File: config.mk
export PLATFORM = sky130hd
export DESIGN_NAME = fetch_queue
export DESIGN_NICKNAME = d
export VERILOG_FILES = /design/src/rtl/fetch_queue.sv
export SDC_FILE = /design/constraint.sdc
export NUM_CORES = 1
export LEC_CHECK = 0
export CAP_MARGIN = 20
export CORE_MARGIN = 1
export CORE_UTILIZATION = 57
export CTS_BUF_LIST = sky130_fd_sc_hd__clkbuf_4
export DETAILED_ROUTE_END_ITERATION = 16
export PLACE_DENSITY = 0.82
export SLEW_MARGIN = 25
export SYNTH_ARGS = -nofsm -noshare
export SYNTH_HDL_FRONTEND = slang
export SYNTH_SLANG_ARGS = --single-unit
File: constraint.sdc
create_clock -name clk -period 3.2 [get_ports clk]
set_input_delay 0.8 -clock clk [delete_from_list [all_inputs] [get_ports clk]]
set_output_delay 0.8 -clock clk [all_outputs]
set_load 0.01 [all_outputs]
File: src/rtl/fetch_queue.sv
// fetch_queue: instruction fetch front end with a small prefetch FIFO.
//
// Owns the fetch PC and drives the ROM byte address. Each cycle the queue has
// room, it captures the returned word with its PC. The head entry goes to
// decode over a valid/ready handshake. A redirect from execute flushes the
// queue and re-steers the fetch PC.
//
// Optional feature macro: FETCH_ALIGN_CHECK_EN
//   When defined, a redirect to a target that is not word aligned still
//   flushes the queue and loads the PC. It also halts fetch and sets the
//   sticky misalign flag. The next aligned redirect releases the halt.
//   When undefined, the target's low two bits are forced to zero.
//
// Ports:
//   clk, rst                   clock, synchronous active-high reset
//   imem_addr  (out)           ROM byte address, copy of fetch PC
//   imem_rd    (in)            ROM data for imem_addr, same cycle
//   redirect_valid/_pc (in)    re-steer request and target
//   instr_valid/instr/instr_pc head entry (instr/instr_pc are zero when empty)
//   instr_ready (in)           decode accepts head
//   count      (out)           queue occupancy
//   misalign   (out)           sticky misaligned-redirect flag (macro only)
module fetch_queue #(
    parameter int unsigned         A_WIDTH  = 32,
    parameter int unsigned         I_WIDTH  = 32,
    parameter int unsigned         DEPTH    = 4,
    parameter logic [A_WIDTH-1:0]  RESET_PC = A_WIDTH'(32'hBFC00000)
) (
    input  logic                          clk,
    input  logic                          rst,
    output logic [A_WIDTH-1:0]            imem_addr,
    input  logic [I_WIDTH-1:0]            imem_rd,
    input  logic                          redirect_valid,
    input  logic [A_WIDTH-1:0]            redirect_pc,
    output logic                          instr_valid,
    output logic [I_WIDTH-1:0]            instr,
    output logic [A_WIDTH-1:0]            instr_pc,
    input  logic                          instr_ready,
    output logic [$clog2(DEPTH+1)-1:0]    count
`ifdef FETCH_ALIGN_CHECK_EN
    ,
    output logic                          misalign
`endif
);

    localparam int unsigned PTR_W = $clog2(DEPTH);
    localparam int unsigned CNT_W = $clog2(DEPTH + 1);

    logic [A_WIDTH-1:0] fetch_pc_q, fetch_pc_d;
    logic [PTR_W-1:0]   wr_ptr_q, wr_ptr_d;
    logic [PTR_W-1:0]   rd_ptr_q, rd_ptr_d;
    logic [CNT_W-1:0]   count_q, count_d;
    logic [A_WIDTH-1:0] pc_q   [DEPTH];
    logic [A_WIDTH-1:0] pc_d   [DEPTH];
    logic [I_WIDTH-1:0] word_q [DEPTH];
    logic [I_WIDTH-1:0] word_d [DEPTH];

    logic deq;
    logic push;
    logic halt;
    logic [A_WIDTH-1:0] redirect_tgt;

`ifdef FETCH_ALIGN_CHECK_EN
    logic halt_q, halt_d;
    logic misalign_q, misalign_d;
    logic redirect_misaligned;

    assign halt                = halt_q;
    assign misalign            = misalign_q;
    assign redirect_misaligned = (redirect_pc[1:0] != 2'b00);
    assign redirect_tgt        = redirect_pc;
`else
    logic unused_redirect_lsb;

    assign halt                = 1'b0;
    assign redirect_tgt        = {redirect_pc[A_WIDTH-1:2], 2'b00};
    assign unused_redirect_lsb = ^redirect_pc[1:0];
`endif

    // Handshake and push qualification; a full queue may push while it dequeues.
    assign deq  = (count_q != '0) & instr_ready;
    assign push = !redirect_valid & !halt & ((count_q < CNT_W'(DEPTH)) | deq);

    // Next-state: redirect flushes and re-steers, otherwise push/deq bookkeeping.
    always_comb begin
        fetch_pc_d = fetch_pc_q;
        wr_ptr_d   = wr_ptr_q;
        rd_ptr_d   = rd_ptr_q;
        count_d    = count_q;
        pc_d       = pc_q;
        word_d     = word_q;
`ifdef FETCH_ALIGN_CHECK_EN
        halt_d     = halt_q;
        misalign_d = misalign_q;
`endif

        if (redirect_valid) begin
            wr_ptr_d   = '0;
            rd_ptr_d   = '0;
            count_d    = '0;
            fetch_pc_d = redirect_tgt;
`ifdef FETCH_ALIGN_CHECK_EN
            halt_d = redirect_misaligned;
            if (redirect_misaligned) begin
                misalign_d = 1'b1;
            end
`endif
        end else begin
            if (push) begin
                pc_d[wr_ptr_q]   = fetch_pc_q;
                word_d[wr_ptr_q] = imem_rd;
                wr_ptr_d         = wr_ptr_q + PTR_W'(1);
                fetch_pc_d       = fetch_pc_q + A_WIDTH'(4);
            end
            if (deq) begin
                rd_ptr_d = rd_ptr_q + PTR_W'(1);
            end
            if (push && !deq) begin
                count_d = count_q + CNT_W'(1);
            end else if (deq && !push) begin
                count_d = count_q - CNT_W'(1);
            end
        end
    end

    // State registers with synchronous reset.
    always_ff @(posedge clk) begin
        if (rst) begin
            fetch_pc_q <= RESET_PC;
            wr_ptr_q   <= '0;
            rd_ptr_q   <= '0;
            count_q    <= '0;
            for (int i = 0; i < int'(DEPTH); i++) begin
                pc_q[i]   <= '0;
                word_q[i] <= '0;
            end
`ifdef FETCH_ALIGN_CHECK_EN
            halt_q     <= 1'b0;
            misalign_q <= 1'b0;
`endif
        end else begin
            fetch_pc_q <= fetch_pc_d;
            wr_ptr_q   <= wr_ptr_d;
            rd_ptr_q   <= rd_ptr_d;
            count_q    <= count_d;
            pc_q       <= pc_d;
            word_q     <= word_d;
`ifdef FETCH_ALIGN_CHECK_EN
            halt_q     <= halt_d;
            misalign_q <= misalign_d;
`endif
        end
    end

    // Outputs are pure functions of registered state.
    assign imem_addr   = fetch_pc_q;
    assign count       = count_q;
    assign instr_valid = (count_q != '0);
    assign instr       = instr_valid ? word_q[rd_ptr_q] : '0;
    assign instr_pc    = instr_valid ? pc_q[rd_ptr_q]   : '0;

endmodule

# == After elaboration in Yosys (flattened, before gate mapping) ==
# Cells that the tools add are included.
# totals
reg_bits,295
inputBits,68
out_inout_bits,100
elab_cells,55
# classes
add_sub_neg,5
n_lt_le_gt_ge,4
n_mux,16
n_bitwise,6
n_reduce_logical,11
# op_table
operator,count
$mux W32,9
$bwmux W128,2
$bmux W32 S2,2
$demux W32 S2,1
$add A32 B3 Y32 const B,1
$ge A3 B3 Y1 const B,2
$mux W3,2
$not A2 Y3,2
$add A2 B1 Y2 const B,2
$reduce_bool A2 Y1,2
$add A3 B1 Y3 const B,1
$logic_and A1 B1 Y1,3
$logic_not A1 Y1,3
$lt A3 B1 Y1 const B,1
$lt A3 B3 Y1 const B,1
$reduce_bool A3 Y1,1
$sub A3 B1 Y3 const B,1
$and A1 B1 Y1,2
$reduce_and A2 Y1,1
$reduce_or A2 Y1,1
$not A1 Y1,1
$or A1 B1 Y1,1

# == Logic depth before layout (Yosys ltp) ==
# Gate-level depths: netlist of run 1.
# logic_depth
word_depth,8
mapped_depth,9
depth_no_buf,8

# == Worst setup path after synthesis of run 1 ==
# OpenSTA, ideal clock, no wires.
# synth_path
path_type,in2reg
from,input instr_ready
to,register count_q[2] (netlist: count[2])
setup_time_ps,71
t_arrival_ps,2446
required_ps,3129
slack_ps,682
cell_stages,9
path_buffers,1
cell_sequence,nor2b_1 -> buf_2 -> nor2_1 -> ha_1 -> inv_1 -> fa_1 -> xor2_1 -> or3_1 -> a21oi_1
# synth_between
elab_chain_len,6
elab_cells_between_ends,9
classes_between,1 x mux; 3 x bitwise; 5 x reduce/logical
# synth_rtl
element,line,rtl
start: declaration,38,"input logic instr_ready,"
$and A1 B1 Y1 (*),81,assign deq = (count_q != '0) & instr_ready;
$or A1 B1 Y1 (*),82,assign push = !redirect_valid & !halt & ((count_q < CNT_W'(DEPTH)) | deq);
$and A1 B1 Y1 (*),82,
net push,59,logic push;
$logic_not A1 Y1,120,end else if (deq && !push) begin
$logic_and A1 B1 Y1,120,
$reduce_bool A2 Y1 (no source line),n/a,
end signal: assignment,145,count_q <= count_d;
end: declaration,52,"logic [CNT_W-1:0] count_q, count_d;"
# Mark *: on every way through the listed nets, which the timed path passes. The rest lies on a longest branch.
# A chain may end at the register's enable or synchronous reset.

# == Worst setup path after layout of run 1 ==
# layout_path
from,register rd_ptr_q[1]
to,output instr_pc[14]
# layout_between
elab_chain_len,5
# layout_rtl
element,line,rtl
start: declaration,51,"logic [PTR_W-1:0] rd_ptr_q, rd_ptr_d;"
start signal: assignment,144,rd_ptr_q <= rd_ptr_d;
$not A2 Y3 (implied by the code),160,assign instr_pc = instr_valid ? pc_q[rd_ptr_q] : '0;
$bmux W32 S2,160,
$mux W32 (implied by the code) (2 in a row),160,
$mux W32,160,
end: declaration,37,"output logic [A_WIDTH-1:0] instr_pc,"
# Every way passes these cells. The select of a mux whose other input is x is not followed.

==> metrics, run 1 <==
Synth area leader=dfxtp_1; post-route ant nets=0; Reg2Reg Launch Point=count[2]$_SDFFE_PP0P_; Final period util=98.5%; core area=21,200 um2; crit path cell chain=buf_12 > clkbuf_16 > mux4_2 > and2_1 > dlygate4sd2_1; Final Setup Violations=0; Total Routing Usage GR=32.9%; hold_sp=pc_q[11]$_SDFFE_PP0P_; CP delay by family, top=buffers and inverters; root buf cell=clkbuf_4; Peak VDD IR=294 uV; post-synthesis register bit count=285; hold buffer count at cts=0; critical path buffer and inverter count=3; Max Slew Vio Count=0; synth top area cells=dfxtp_1 (46%), nand2_1 (16%), mux4_2 (11%), a21oi_1 (11%), and2_1 (3.2%); Lkg Pwr=0.00565 uW; Worst Setup Start Kind=flop; Area Overhead vs Synth=24.1%; vias=between 10,000 and 15,000; distinct cell type count after synthesis=39; initial antenna violation count=1; status=completed; Tmin final=about 3.2 ns; first-pass GRT wire length=around 57,000 um; largest net degree at the start of global routing=138; Register-to-Register Path Depth=9; WL final=36,300 um; power density over the cells=506 nW/um2; CTS max path bufs=3; Syn Inst Count=between 1,000 and 1,500; Worst path slowest cell=mux4_2; Final Hold Slack=between 0.4 and 0.5 ns; Post-DP HPWL=21,000 um; syn_area_per_cell=8.31 um2; DIE AREA=between 20,000 and 25,000 um2; routability cong.=0.843; reg2reg end=count[2]$_SDFFE_PP0P_; die width=150 um; Critical Path Fanout Max=5; top cell type's share of synthesized area=45.9%; initial core utilization=58.6%; share of layout cells above drive strength 1=14.5%; row count=53; I/O pin cnt=168; clock skew=0.0440 ns; sequential-to-total area share from yosys stat=45.9%; # port buffers=161; Max Clk Rate=0.317 GHz; Worst Path Required=2.40 ns; Hold Path End=pc_q[11]$_SDFFE_PP0P_; Worst EP arrival=2.35 ns; H-tree Lvls=3; nets=around 1,700; Worst R2R Setup Slack=0.73 ns; CTS tree=done; Slew @ Worst Pin=slightly above 0.7 ns; drt wl/cell=around 18 um; worst skew pair latency=0.69 ns; CP Class=flop to output port; clk sinks=285; Tot Pwr=7810 uW; DRC Markers=0; Core Util, Final=72.7%; Synth warnings=0; Die Span Y=150 um; CP max stage delay=0.51 ns; gr ovfl total=0; max cap viols=0; Hold Vio Cnt, Final=0; DR iter-0 viols=1,070; number of global-route vias before repair=~11,000; hold crit path type=flop to flop; hold path depth=2; Initial DRT Pass Iterations=5; Worst-path clk slew=~0.080 ns; RSZ-0062 raised after global routing=no; Crit. End Element=output port; vias per cell=between 5 and 6; setup_tns=0 ns; slew margin rel.=52.4%; Mapped Area=12,400 um2; TritonCTS Buffers=73
report_power, final:
part / total, uW / internal [uW] / switching [uW] / leakage [uW]
registers: 3790 / 3670 / 126 / 0.00232
logic: 948 / 436 / 513 / 0.00280
clock network: 3070 / 1620 / 1450 / 0.000531
total: 7810 / 5720 / 2090 / 0.00565
metal layers:
metal	GRT usage, %	wire length (um)
met2	55.0	17900
met4	17.4	1340
met3	6.19	3220
met5	0	0
met1	40.3	13800
worst max path at each step:
stage	start	endpoint	slack, ns	depth (start not counted)
global route	rd_ptr_q[1]$_SDFFE_PP0P_	instr_pc[2]	0.003	5
CTS	rd_ptr_q[0]$_SDFFE_PP0P_	instr[16]	0.0003	6
global placement	instr_ready	count[2]$_SDFFE_PP0P_	0.37	9
detailed placement	instr_ready	count[2]$_SDFFE_PP0P_	0.31	9
finish	rd_ptr_q[1]$_SDFFE_PP0P_	instr_pc[14]	0.05	5
floorplan	instr_ready	count[2]$_SDFFE_PP0P_	0.68	9
what timing repair did:
action / 4_1_cts / 5_1_grt
buffers inserted: 10 / 0
cloned: 6 / 1
endpoints found under the setup margin: 62 / 32
gates resized for setup: 88 / 11
worst reg2reg max path: stages, from the launching register on:
cell,delay (ns)
dfxtp_1,0.37
or3_4,0.43
buf_6,0.21
nand2_1,0.14
ha_1,0.20
inv_1,0.06
fa_1,0.38
xor2_1,0.17
or3_1,0.31
a21oi_1,0.14
metrics by stage:
step	worst slack, ns	instance area (um2)	cells
floorplan	0.682	12400	1499
global placement	0.366	14300	1837
detailed placement	0.312	14300	1837
CTS	0.000348	15500	1970
global route	0.00295	15400	1969
finish	0.0495	15400	1970
placed cells by master, fill, tap and decap left out, types with 8 or more instances in the layout:
cell type        Yosys  routed
a211oi_1            13      13
a21oi_1            264     264
and2_1              63      63
buf_12               0      17
buf_4                4      24
clkbuf_4             0     102
clkdlybuf4s15_1      0      13
clkdlybuf4s50_1      0      98
clkinv_1             0       8
dfxtp_1            285     283
dlygate4sd2_1        0      38
mux4_2              62      62
nand2_1            524     520
nand3_1             14      14
nand4_1             14      14
nor2_1              33      33
nor3_1               8       8
xnor2_1             11      11
xor2_1              17      17
synthesized netlist by cell type:
cell,instances
nand2_1,524
buf_4,4
o211ai_1,1
a311oi_1,2
xnor2_1,11
o211a_1,1
and3_1,7
or4b_1,1
and4_1,4
o31a_1,1
xor2_1,17
ha_1,6
a21oi_1,264
buf_1,5
nand4_1,14
nor3_1,8
o21ai_0,5
o41ai_1,1
mux4_2,62
nand2b_1,1
nor2_1,33
a211oi_1,13
nand3_1,14
conb_1,1
mux2i_1,1
and2_1,63
o221a_2,1
or3_1,4
buf_2,21
nor4b_1,1
nand4_4,1
fa_1,1
a31o_2,1
nor4_1,2
nor3_2,4
dfxtp_1,285
nor2b_1,1
inv_1,6
clkbuf_1,104
final cells by class:
type | instances | area, um2
Tap cell | 275 | 344
Clock buffer | 102 | 766
Sequential cell | 285 | 5710
Inverter | 6 | 22.5
Clock inverter | 15 | 109
Antenna cell | 2 | 5.00
Multi-Input combinational cell | 1074 | 6190
Fill cell | 1563 | 5790
Timing Repair Buffer | 211 | 2280
state kept, by name (all words and copies together), names as in the netlist:
register / cells
count: 3
wr_ptr_q: 2
word_q: 128
rd_ptr_q: 2
imem_addr: 30
pc_q: 120
kinds of logic (layout without fill, tap and decap cells):
family	after synthesis	in the layout	share of synthesized area, %
and+or+nand+nor	682	682	23.3
other	1	6	0.0302
xor gates and xnor gates	28	28	1.97
muxes	63	63	11.3
AOI/OAI and AO/OA	290	290	12.2
buffers and inverters	140	334	4.56
adders and majority gates	7	7	0.765
DFF	285	285	45.9
Power figures use the tool's default switching activity.
==> inputs of run 2 (changes only) <==
ABC_AREA = 0   (was unset)
PLACE_DENSITY = 0.85   (was 0.82)
==> metrics, run 2 (synthesis gave the netlist of run 1 again) <==
sw power=2090 uW; DRC Markers=0; Initial DRT Pass Iterations=5; Lkg Pwr=0.00578 uW; Die Span Y=150 um; Pint=roughly 6000 uW; Max Slew Vio Count=0; setup_tns=0 ns; Post-DP HPWL=21,200 um; commonest non-fill, non-tap cells in the layout=nand2_1 (520), dfxtp_1 (283), a21oi_1 (264); dpl ws=0.354 ns; routability cong.=approximately 0.8; clk sinks=between 200 and 300; Final Setup Violations=0; Top reg by flops=word_q; commonest non-fill, non-tap cell in the layout=nand2_1; Critical Path Fanout Max=7; Worst EP arrival=2.32 ns; clock skew=between 0.02 and 0.03 ns; nets=about 1,700; hold path depth=2; initial core utilization=58.6%; max cap viols=0; CP Class=flop to output port; CTS max path bufs=3; Reg2Reg Launch Point=count[2]$_SDFFE_PP0P_; WL met1=13,400 um; CP max stage delay=0.51 ns; Register-to-Register Path Depth=9; Worst path slowest cell=mux4_2; RSZ-0062 raised after global routing=no; Area Overhead vs Synth=24.9%; share of layout cells above drive strength 1=15.1%; Hold Vio Cnt, Final=0; Worst Setup Start Kind=flop; TritonCTS Buffers=74; power density over the cells=slightly above 500 nW/um2; hold crit path type=flop to flop; WL final=around 36,000 um; final setup margin=0.0805 ns; crit path cell chain=buf_12 > buf_4 > mux4_2 > and2_1 > dlygate4sd2_1; routed wl met2=17,700 um; I/O pin cnt=about 170; root buf cell=clkbuf_4; CTS tree=done; gr ovfl total=0; status=completed; Worst-path clk slew=0.06 ns; # port buffers=around 160; initial antenna violation count=1; die width=between 100 and 150 um; Slew @ Worst Pin=~0.73 ns; Clk network pwr share=41.3%; worst skew pair latency=0.68 ns; first-pass GRT wire length=56,800 um; number of global-route vias before repair=about 12,000; H-tree Lvls=3; max FFs per register=128; WL met3=3630 um; uppermost layer routed=met4; Crit. End Element=output port; post-route ant nets=0; DIE AREA=22,400 um2; Max Clk Rate=0.321 GHz; slew margin rel.=between 50% and 60%; core area=21,200 um2; Worst Path Required=2.40 ns; Final period util=97.5%; Gate power share=11.7%; hold_sp=pc_q[72]$_SDFFE_PP0P_; vias per cell=between 5 and 6; vias=11,600; largest net degree at the start of global routing=about 140; DR iter-0 viols=roughly 1,100; drt wl/cell=18.3 um; Total Routing Usage GR=32.5%; Flop pwr share=47.0%; Peak VDD IR=260 uV; Tmin final=3.12 ns; Net Sw Frac=25.9%; row count=53; Setup crit start=rd_ptr_q[1]$_SDFFE_PP0P_
## run 2: cell types whose count changed in the layout (fill, tap and decap cells not counted), sizes merged
| cell | change |
|---|---|
| clkbuf | +4 |
| dlygate4sd2 | +18 |
| clkinv | -2 |
| bufinv | +2 |
| buf | +12 |
| clkdlybuf4s15 | -14 |
| inv | -5 |
| bufbuf | -2 |
## run 2: worst paths after layout
| kind | slack (ns) | to |
|---|---|---|
| max | 0.08 | instr_pc[22] |
| min | 0.45 | pc_q[72]$_SDFFE_PP0P_ |
| max reg2reg | 0.77 | count[2]$_SDFFE_PP0P_ |
| min reg2reg | 0.45 | pc_q[72]$_SDFFE_PP0P_ |
## run 2: per-stage QoR
step	hold slack [ns]	total power, uW	area [um2]	utilization [%]	instances
floorplan	0.433	4350	12400	-	1499
global placement	0.438	4760	14300	67.5	1839
detailed placement	0.444	4780	14300	67.5	1839
CTS	0.454	8070	15500	72.9	1976
global route	0.469	8400	15500	73.1	1982
finish	0.452	8070	15500	73.2	1983
## run 2: routing by layer
layer,vias to the layer above,GRT usage (%)
met5,-,0
met4,0,19.7
met3,126,7.16
met2,677,53.9
met1,5465,38.5
li1,5357,-
## run 2: area by class of cell
class	instances	area, um2
Clock buffer	111	833
Clock inverter	10	144
Multi-Input combinational cell	1074	6190
Timing Repair Buffer	220	2270
Inverter	6	22.5
Fill cell	1523	5700
Sequential cell	285	5710
Tap cell	275	344
Antenna cell	2	5.00
## run 2: power groups by stage
stage / Combinational [uW] / Sequential, uW / Clock [uW]
detailed placement: 918 / 3870 / 0
finish: 946 / 3790 / 3330
global placement: 901 / 3860 / 0
floorplan: 531 / 3820 / 0
global route: 1020 / 3800 / 3580
CTS: 932 / 3780 / 3350
## run 2: critical path: cells and delay by family (launching register included)
kind,cells,cell delay (ns)
buf+inv,3,0.55
mux,1,0.51
flops,1,0.42
simple gates,1,0.17
## run 2: repair_timing
action                                 in CTS  in global routing
endpoints found under the hold margin       0                  0
gates resized for setup                    68                  6
hold buffers                                0                  0
setup endpoints to repair                  62                  7
setup buffers                              15                  5
gates cloned                                1                  0
==> inputs of run 3 (changes only) <==
REMOVE_ABC_BUFFERS = 1   (was unset)
==> metrics, run 3 (synthesis gave the netlist of run 1 again) <==
Crit. End Element=output port; routability cong.=0.848; worst skew pair latency=~0.7 ns; dpl ws=0.299 ns; Max Slew Vio Count=0; row count=53; DP Area=14,300 um2; # port buffers=161; setup_tns=0 ns; Flop pwr share=about half; Post-DP HPWL=21,200 um; Total Routing Usage GR=32.2%; Die Span Y=around 150 um; DR iter-0 viols=1,048; sw power=2040 uW; Tmin final=3.17 ns; Final Setup Violations=0; clk sinks=roughly 290; Worst R2R Setup Slack=0.74 ns; layout filler cell count=1,581; max FFs per register=128; initial core utilization=58.6%; Clk network pwr share=38.7%; Top reg by flops=word_q; max cap viols=0; CP Class=flop to output port; Worst-path clk slew=approximately 0.070 ns; Initial DRT Pass Iterations=6; CTS tree=done; Net Sw Frac=between 20% and 30%; CTS max path bufs=3; number of global-route vias before repair=between 10,000 and 15,000; Critical Path Fanout Max=7; status=completed; final setup margin=0.0342 ns; Lkg Pwr=0.00567 uW; DRC Markers=0; Slew @ Worst Pin=0.814 ns; Worst Path Required=2.40 ns; register area=approximately 5700 um2; power density over the cells=between 500 and 600 nW/um2; nets=1,735; root buf cell=clkbuf_4; RSZ-0062 raised after global routing=no; I/O pin cnt=between 150 and 200; hold crit path type=flop to flop; share of layout cells above drive strength 1=14.8%; commonest non-fill, non-tap cell in the layout=nand2_1; largest net degree at the start of global routing=roughly 140; Max Clk Rate=0.316 GHz; post-route ant nets=0; Worst Setup Start Kind=flop; slew margin rel.=45.5%; Worst EP arrival=2.37 ns; initial antenna violation count=1; placed insts=1,839; TritonCTS Buffers=73; Final period util=98.9%; Hold Vio Cnt, Final=0; Gate power share=12.2%; Final Hold Slack=0.450 ns; core area=21,200 um2; die width=150 um; gr ovfl total=0; drt wl/cell=18.1 um; multi-input logic area=6190 um2; WL final=roughly 36,000 um; vias=11,500; Peak VDD IR=237 uV; Area Overhead vs Synth=23.8%; Pint=5680 uW; vias per cell=5.84; DIE AREA=22,400 um2; commonest non-fill, non-tap cells in the layout=nand2_1 (520), dfxtp_1 (283), a21oi_1 (264); clock skew=0.0494 ns; first-pass GRT wire length=~56,000 um; post-route cell area=15,400 um2; Layout Cells excl Fill=1,973; H-tree Lvls=3
## run 3: power by group through the flow
stage	Clock [uW]	Sequential, uW	Combinational [uW]
global route	3240	3800	1010
finish	2990	3790	939
floorplan	0	3860	406
global placement	0	3850	886
detailed placement	0	3860	904
CTS	3020	3780	928
## run 3: through the flow
stage	util [%]	total power, uW
final	72.5	7710
after global routing	72.5	8050
after CTS	72.3	7730
after detailed placement	67.3	4770
after global placement	67.3	4740
after floorplan	-	4260
## run 3: worst paths after layout
kind / start / endpoint / cells past startpoint
max reg2reg: count[2]$_SDFFE_PP0P_ / count[2]$_SDFFE_PP0P_ / 9
max: rd_ptr_q[1]$_SDFFE_PP0P_ / instr_pc[3] / 5
min: word_q[82]$_SDFFE_PP0P_ / word_q[82]$_SDFFE_PP0P_ / 2
min reg2reg: word_q[82]$_SDFFE_PP0P_ / word_q[82]$_SDFFE_PP0P_ / 2
## run 3: cell type report
cell class,instances,share of cell area (%)
Tap cell,275,2.24
Clock buffer,107,5.22
Antenna cell,1,0.0163
Clock inverter,5,0.293
Timing Repair Buffer,220,14.7
Multi-Input combinational cell,1074,40.2
Inverter,6,0.146
Sequential cell,285,37.1
## run 3: worst max-delay path, stage by stage (launching register included)
cell,delay (ns)
dfxtp_4,0.38
buf_4,0.15
buf_12,0.14
mux4_2,0.51
and2_1,0.20
dlygate4sd2_1,0.28
## run 3: timing repair
item,CTS,global route
gates resized for setup,73,2
gates cloned,5,1
hold buffers,0,0
endpoints found under the setup margin,63,4
setup buffers,13,2
## run 3: per-layer routing
| layer | vias to the layer above | wire length, um | GRT usage (%) |
|---|---|---|---|
| li1 | 5357 | - | - |
| met1 | 5434 | 13700 | 39.8 |
| met5 | - | 0 | 0 |
| met4 | 0 | 983 | 14.8 |
| met3 | 100 | 3660 | 7.01 |
| met2 | 640 | 17400 | 53.5 |
